--- config.mk ---
export PLATFORM = sky130hd
export DESIGN_NAME = led_ctrl
export DESIGN_NICKNAME = d
export VERILOG_FILES = /design/src/rtl/led_ctrl.sv
export SDC_FILE = /design/constraint.sdc
export NUM_CORES = 1
export LEC_CHECK = 0
export BUFFER_PORTS_ARGS = -buffer_cell sky130_fd_sc_hd__buf_2
export CAP_MARGIN = 20
export CORE_MARGIN = 2
export CORE_UTILIZATION = 30
export CTS_CLUSTER_SIZE = 20
export DETAILED_ROUTE_END_ITERATION = 8
export PLACE_DENSITY_LB_ADDON = 0.25
export SLEW_MARGIN = 20
export SYNTH_ARGS = -nofsm -noshare
export SYNTH_HDL_FRONTEND = slang
export SYNTH_SLANG_ARGS = --single-unit
--- constraint.sdc ---
create_clock -name clk -period 2.1 [get_ports clk]
set_input_delay 0.315 -clock clk [delete_from_list [all_inputs] [get_ports clk]]
set_output_delay 0.315 -clock clk [all_outputs]
set_load 0.03 [all_outputs]
--- src/rtl/led_ctrl.sv ---
// led_ctrl - memory-mapped LED controller with global PWM dimming and
// optional per-LED blinking.
//
// Optional feature macro: LED_BLINK_EN
//   defined   : BLINK_MASK register, blink counter and blink phase exist.
//   undefined : blink phase is constant 0, addr 2 reads 0, writes ignored.
//
// Register map (unused upper bits read 0, ignored on write):
//   addr 0 : LED_VAL[7:0]            reset 0x00
//   addr 1 : DUTY[PWM_BITS-1:0]      reset all-ones (full brightness)
//   addr 2 : BLINK_MASK[7:0]         reset 0x00
//   addr 3 : STATUS (read-only)      {blink_phase, pwm_cnt}
//
// Ports:
//   clk      in   system clock
//   rst      in   synchronous active-high reset
//   wr_en    in   write strobe
//   rd_en    in   read strobe
//   addr     in   register select
//   wr_data  in   write data
//   rd_data  out  read data, valid while ready=1, else 0
//   ready    out  one-cycle acknowledge, one per accepted access
//   wfi      in   CPU in wait-for-interrupt: timers and led_bus freeze
//   led_bus  out  registered LED drive
//
// Bus handshake: any cycle with rd_en or wr_en set is an accepted access
// (no stall). ready is high for exactly the following cycle. A combined
// read+write performs the write and returns the pre-write value.
module led_ctrl #(
    parameter int PWM_BITS  = 4,
    parameter int BLINK_DIV = 24
) (
    input  logic        clk,
    input  logic        rst,
    input  logic        wr_en,
    input  logic        rd_en,
    input  logic [1:0]  addr,
    input  logic [31:0] wr_data,
    output logic [31:0] rd_data,
    output logic        ready,
    input  logic        wfi,
    output logic [7:0]  led_bus
);

    localparam logic [PWM_BITS-1:0] DUTY_FULL = '1;

    logic [7:0]          led_val;
    logic [PWM_BITS-1:0] duty;
    logic [PWM_BITS-1:0] pwm_cnt;
    logic [7:0]          blink_mask;
    logic                blink_phase;
    logic                pwm_on;
    logic [31:0]         rd_mux;

    // Upper write-data bits are architecturally ignored.
    logic unused_bits;
    assign unused_bits = &{1'b0, wr_data};

`ifdef LED_BLINK_EN
    logic [BLINK_DIV-1:0] blink_cnt;

    always_ff @(posedge clk) begin
        if (rst) begin
            blink_mask  <= 8'h00;
            blink_cnt   <= '0;
            blink_phase <= 1'b0;
        end else begin
            if (wr_en && addr == 2'd2) begin
                blink_mask <= wr_data[7:0];
            end
            if (!wfi) begin
                blink_cnt <= blink_cnt + 1'b1;
                // Phase flips on the all-ones -> 0 wrap of the counter.
                if (&blink_cnt) begin
                    blink_phase <= ~blink_phase;
                end
            end
        end
    end
`else
    localparam int unused_blink_div = BLINK_DIV;
    assign blink_mask  = 8'h00;
    assign blink_phase = 1'b0;
`endif

    // All-ones duty bypasses the compare so full brightness is truly
    // always-on; otherwise duty=d lights d of every 2^PWM_BITS cycles.
    assign pwm_on = (duty == DUTY_FULL) || (pwm_cnt < duty);

    always_comb begin
        rd_mux = '0;
        case (addr)
            2'd0: rd_mux[7:0]          = led_val;
            2'd1: rd_mux[PWM_BITS-1:0] = duty;
            2'd2: rd_mux[7:0]          = blink_mask;
            2'd3: rd_mux[PWM_BITS:0]   = {blink_phase, pwm_cnt};
            default: rd_mux = '0;
        endcase
    end

    always_ff @(posedge clk) begin
        if (rst) begin
            led_val <= 8'h00;
            duty    <= DUTY_FULL;
            pwm_cnt <= '0;
            led_bus <= 8'h00;
            ready   <= 1'b0;
            rd_data <= 32'h0;
        end else begin
            ready   <= rd_en | wr_en;
            // rd_mux reflects pre-write state, giving read-before-write.
            rd_data <= rd_en ? rd_mux : 32'h0;

            if (wr_en) begin
                case (addr)
                    2'd0:    led_val <= wr_data[7:0];
                    2'd1:    duty    <= wr_data[PWM_BITS-1:0];
                    default: ;
                endcase
            end

            // During WFI the output and PWM timer hold; register writes
            // still land and show up once wfi drops.
            if (!wfi) begin
                pwm_cnt <= pwm_cnt + 1'b1;
                led_bus <= led_val & {8{pwm_on}} & ~(blink_mask & {8{blink_phase}});
            end
        end
    end

endmodule

## Yosys cells after proc, flatten, opt, wreduce, memory -nomap -nowiden

Index checks and enable logic that the tools add are counted.

| cells by class | value |
|---|---|
| add/subtract/negate cells | 1 |
| order comparisons | 1 |
| equality and inequality tests | 4 |
| multiplexer cells | 1 |
| bitwise gates (word level) | 4 |
| reduce and logical (&&, ||, !) cells | 6 |

Operators with widths:

| operator | count |
|---|---|
| case mux 4 bit (4 select lines) | 1 |
| AND 8 bit | 1 |
| adder 4 x 1 -> 4 bit, second input constant | 1 |
| == test 2 bit, second input constant | 2 |
| == test 4 bit, second input constant | 1 |
| less-than comparator 4 bit | 1 |
| AND reduction 2 bit | 2 |
| OR reduction 3 bit | 1 |
| == test 2 x 1 -> 1 bit, second input constant | 1 |
| zero test 2 bit | 1 |
| NOT 1 bit | 2 |
| OR reduction 2 bit | 1 |
| logical OR 1 bit | 1 |
| bitwise OR 1 bit | 1 |

| storage, ports and cells | value |
|---|---|
| flip-flop bits (word level) | 57 |
| bits of input ports | 39 |
| word-level logic and storage cells | 25 |

## Depth between registers and ports, before layout

| depth | value |
|---|---|
| word-level depth | 3 |
| depth in mapped cells | 5 |
| depth with buffers taken out | 5 |

## Worst setup path after synthesis

Ideal clock, no wire load.

| path | value |
|---|---|
| kind | reg2reg |
| start | reg duty[2] |
| end | reg led_bus[0] |
| arrival | 1.123 ns |
| data required time | 1.962 ns |
| path slack | 0.839 ns |
| cell stages (with the launch flop) | 6 |
| buffers on the path | 0 |
| clock period less this slack | 1.261 ns |
| cells stage by stage | dfxtp_1 -> inv_1 -> ha_1 -> nand2_1 -> o21ai_1 -> a21oi_1 |

| between the ends | value |
|---|---|
| word-level cells in the longest chain between the ends | 3 |
| elaborated cells on any way between the ends | 4 |
| classes of those cells | order compare: 1; eq/ne: 1; bitwise: 1; reduce/logical: 1 |

Ends and longest elaborated chain:

| element | line | RTL |
|---|---|---|
| start, declared | 48 | `logic [PWM_BITS-1:0] duty;` |
| start signal, assigned | 117 | `2'd1: duty <= wr_data[PWM_BITS-1:0];` |
| less-than comparator 4 bit / == test 4 bit (equally long branches) | 88 | `assign pwm_on = (duty == DUTY_FULL) \|\| (pwm_cnt < duty);` |
| logical OR 1 bit (*) | 88 |  |
| AND 8 bit (*) | 126 | `led_bus <= led_val & {8{pwm_on}} & ~(blink_mask & {8{blink_phase}});` |
| end signal, assigned | 126 |  |
| end, declared | 42 | `output logic [7:0] led_bus` |

Every way passes the cells marked *; elsewhere a longest branch is shown, timed or not.
A chain may end at the register's enable or synchronous reset.

## Final worst setup path

| path | value |
|---|---|
| start | reg duty[2] |
| end | reg led_bus[1] |

The elaborated chain is that of the path after synthesis.

==> summary by stage <==
Global routing
The total routing usage reported by global routing is 11.1%. The first global-routing pass estimated slightly above 5 mm of wire. The number of global-route vias before repair came to 1,068. The global-route congestion overflow total is 0. Entering global routing, the biggest net connects 16 pins. The number of antenna violations at the first check in global routing is 0.

Power
Of the total power, the share spent switching nets is a little over a quarter. The portion of total power attributed to combinational logic is 12.5%. The sequential power share is a little under half. The worst vdd rail ir drop is around 0.25 mV. In this run the power spent charging and discharging nets is about 0.39 mW. In this run the static leakage power is 0.899 nW. The clock share of power is about two fifths.

The power per standard cell area is approximately 790 mW/mm^2. Internal power comes to 1.05 mW.

Synthesis
The number of enable-type register cells in the synthesized netlist is 0. In the post-synthesis netlist, the cell with the most instances is sky130_fd_sc_hd__dfxtp_1. By count the netlist is led by sky130_fd_sc_hd__dfxtp_1, sky130_fd_sc_hd__buf_4, sky130_fd_sc_hd__nor2_1. The register bit total from synthesis is 33. The mean post-synth cell area is slightly below 10 um^2.

By area the synthesized netlist is led by sky130_fd_sc_hd__dfxtp_1, sky130_fd_sc_hd__buf_4, sky130_fd_sc_hd__mux2i_1. The most instantiated flip-flop cell in the synthesis netlist is sky130_fd_sc_hd__dfxtp_1. The library cell with the largest summed area after synthesis is sky130_fd_sc_hd__dfxtp_1. The cell area that synthesis handed to floorplanning was ~0.0016 mm^2.

Of the post-synthesis cell area, the dominant cell type holds between 40 and 50%. The fraction of registers with async set or reset after synthesis is 0%. The number of warnings printed during yosys synthesis is 0. Synthesis produced about 160 cells. The post-synthesis cell type count is 28. Sequential elements use between 40% and 50% of the synthesized area.

Placement
The count of input and output buffers is 31. Once placement finished, the instance area stood at roughly 0.0017 mm^2. Routability-driven placement finished with a final weighted congestion of between 0.7 and 0.8.

The sum of net half-perimeters after detailed placement is between 2 and 2.5 mm.

Clocking
The tree is rooted in a sky130_fd_sc_hd__clkbuf_8. The number of setup buffers added after CTS is 0. No sink is reached through more buffers than the 2 on the longest clock path.

The clock reaches the later pin of the worst-skew pair after between 0.2 and 0.3 ns. TritonCTS built the clock tree. Post-CTS repair changed the size of 0 cells.

The TritonCTS buffer count is 5. After clock tree synthesis, the clock-pin slew on the worst setup and hold paths is ~0.07 ns. The hold buffer count at CTS is 0. The CTS H-tree depth is 2. The total clock sinks is 33.

Final layout
The final layout net count is about 240. The repair_antennas step left the layout with diodes totalling 0. The post-route netlist has approximately 24% of its cells at a drive strength greater than 1. The final cell area excluding filler cells is 0.00183 mm^2. The relative area change from synthesis to final layout is 14.3%.

Flow run
The tool flagged a number of max-cap violations equal to 0.

Drt
In the routed design, unresolved DRC markers number 0. The detailed router finished its first iteration with 47 violations. The detailed router placed approximately 1,100 vias in this run. Dividing the detail-routed wire length by the instance count gives 11.6 um. The routed wire length is 3.07 mm.

The detail-routed via count per cell is about 4.2. The first-pass iteration count of the detailed router is 4. Once detail routing completed, the nets flagged for antenna violations numbered 0.

Timing
The worst path uses 63.4% of the clock period. The minimum period implied by the final worst setup slack is around 1.3 ns. The final max-slew violation count is 0.

The maximum clock skew at final layout is 0.00681 ns. Setup repair after global routing left no endpoint under its margin. The setup TNS is 0 ns. The count of endpoints failing hold in the final timing report was 0. The final number of setup-violating endpoints is 0.

The peak clock frequency supported by timing is between 700 and 800 MHz.

Floorplanning
The area inside the core boundary is 0.00514 mm^2. The starting utilization of the core area is a little under a third. For this design the top-level I/O count stands at 80. The floorplan has 26 rows. The width of the die is 77.1 um. The floorplan die area is roughly 0.006 mm^2. The floorplan step set the die height to between 70 and 80 um.

Critical path
The element type at the critical path end is a flop. The signal arrival time at the worst endpoint is between 1.5 and 2 ns. The type of the worst setup path is reg2reg. STA puts the critical path data required time at about 2.3 ns. The type of element launching the critical path is a flop. The critical-path maximum fanout is 8.

Outcome
The flow ran to the end, and the final reports show no timing, DRC or antenna violations.

Hold path
The worst hold-check path type is in2reg.
-- power by group through the flow --
stage               clock network [mW]  registers (mW)  logic, mW
global route                     0.644           0.663      0.196
finish                           0.599           0.659      0.179
CTS                              0.615           0.660      0.180
detailed placement                   0           0.674      0.180
global placement                     0           0.674      0.179
floorplan                            0           0.683      0.168
-- state kept, by name (all words and copies together), names as in the netlist --
| register | flops |
|---|---|
| ready | 1 |
| duty | 4 |
| led_bus | 8 |
| pwm_cnt | 4 |
| led_val | 8 |
| rd_data | 8 |
-- layout make-up --
class / count / area, um^2
Fill cell: 562 / 3310
Tap cell: 70 / 87.6
Multi-Input combinational cell: 115 / 774
Clock buffer: 5 / 68.8
Inverter: 6 / 22.5
Clock inverter: 3 / 46.3
Timing Repair Buffer: 33 / 170
Sequential cell: 33 / 661
-- metrics by stage --
| step | setup WS [ns] | power [mW] | cells | utilization, % | hold slack (ns) |
|---|---|---|---|---|---|
| after floorplan | 0.839 | 0.851 | 184 | - | 0.387 |
| after global routing | 0.665 | 1.50 | 265 | 35.6 | 0.255 |
| after global placement | 0.578 | 0.853 | 257 | 33.4 | 0.472 |
| after CTS | 0.757 | 1.45 | 265 | 35.6 | 0.253 |
| final | 0.769 | 1.44 | 265 | 35.6 | 0.259 |
| after detailed placement | 0.577 | 0.854 | 257 | 33.4 | 0.475 |
-- metal layers --
layer | GRT usage (%) | vias to the layer above | routed length (um)
li1 | - | 567 | -
met1 | 14.5 | 506 | 1510
met2 | 16.6 | 41 | 1320
met3 | 3.88 | 4 | 208
met4 | 4.82 | 0 | 36
met5 | 0 | - | 0
-- logic make-up (layout without fill, tap and decap cells) --
group | count (synthesis) | in the layout | synth area share [%]
other | 1 | 24 | 0.234
multiplexers | 25 | 25 | 16.2
adder cells (fa/ha/maj) | 4 | 4 | 3.13
flip-flops | 33 | 33 | 41.2
AO/OA/AOI/OAI | 23 | 23 | 9.69
AND/OR/NAND/NOR | 36 | 36 | 12.0
buffers and inverters | 36 | 47 | 15.8
XOR/XNOR | 3 | 3 | 1.64
-- worst max-delay path: stages, from the launching register on --
cell                      delay, ns
sky130_fd_sc_hd__dfxtp_1       0.38
sky130_fd_sc_hd__inv_1         0.06
sky130_fd_sc_hd__ha_1          0.30
sky130_fd_sc_hd__a21oi_1       0.14
sky130_fd_sc_hd__o21ai_1       0.08
sky130_fd_sc_hd__buf_4         0.17
sky130_fd_sc_hd__a21oi_1       0.14
-- final timing paths --
check	end	cells after the start	slack, ns	start
worst max-delay path	led_bus[1]	6	0.77	duty[2]
worst min-delay path	duty[3]	3	0.26	wr_data[3]
worst max register to register	led_bus[1]	6	0.77	duty[2]
worst min register to register	rd_data[5]	1	0.49	led_val[5]
-- cells in the final DEF (no fill, tap or decap), types with 5 or more instances in the layout --
cell,synthesis,routed
sky130_fd_sc_hd__clkbuf_8,0,5
sky130_fd_sc_hd__buf_2,1,31
sky130_fd_sc_hd__a21oi_1,9,9
sky130_fd_sc_hd__o211ai_1,8,8
sky130_fd_sc_hd__mux2_1,6,6
sky130_fd_sc_hd__mux2i_1,17,17
sky130_fd_sc_hd__dfxtp_1,33,33
sky130_fd_sc_hd__nor2_1,18,18
sky130_fd_sc_hd__inv_1,6,6
sky130_fd_sc_hd__and2_1,5,5
sky130_fd_sc_hd__conb_1,1,24
sky130_fd_sc_hd__nand2_1,5,5
No activity file was read; power rests on OpenSTA's default activity.
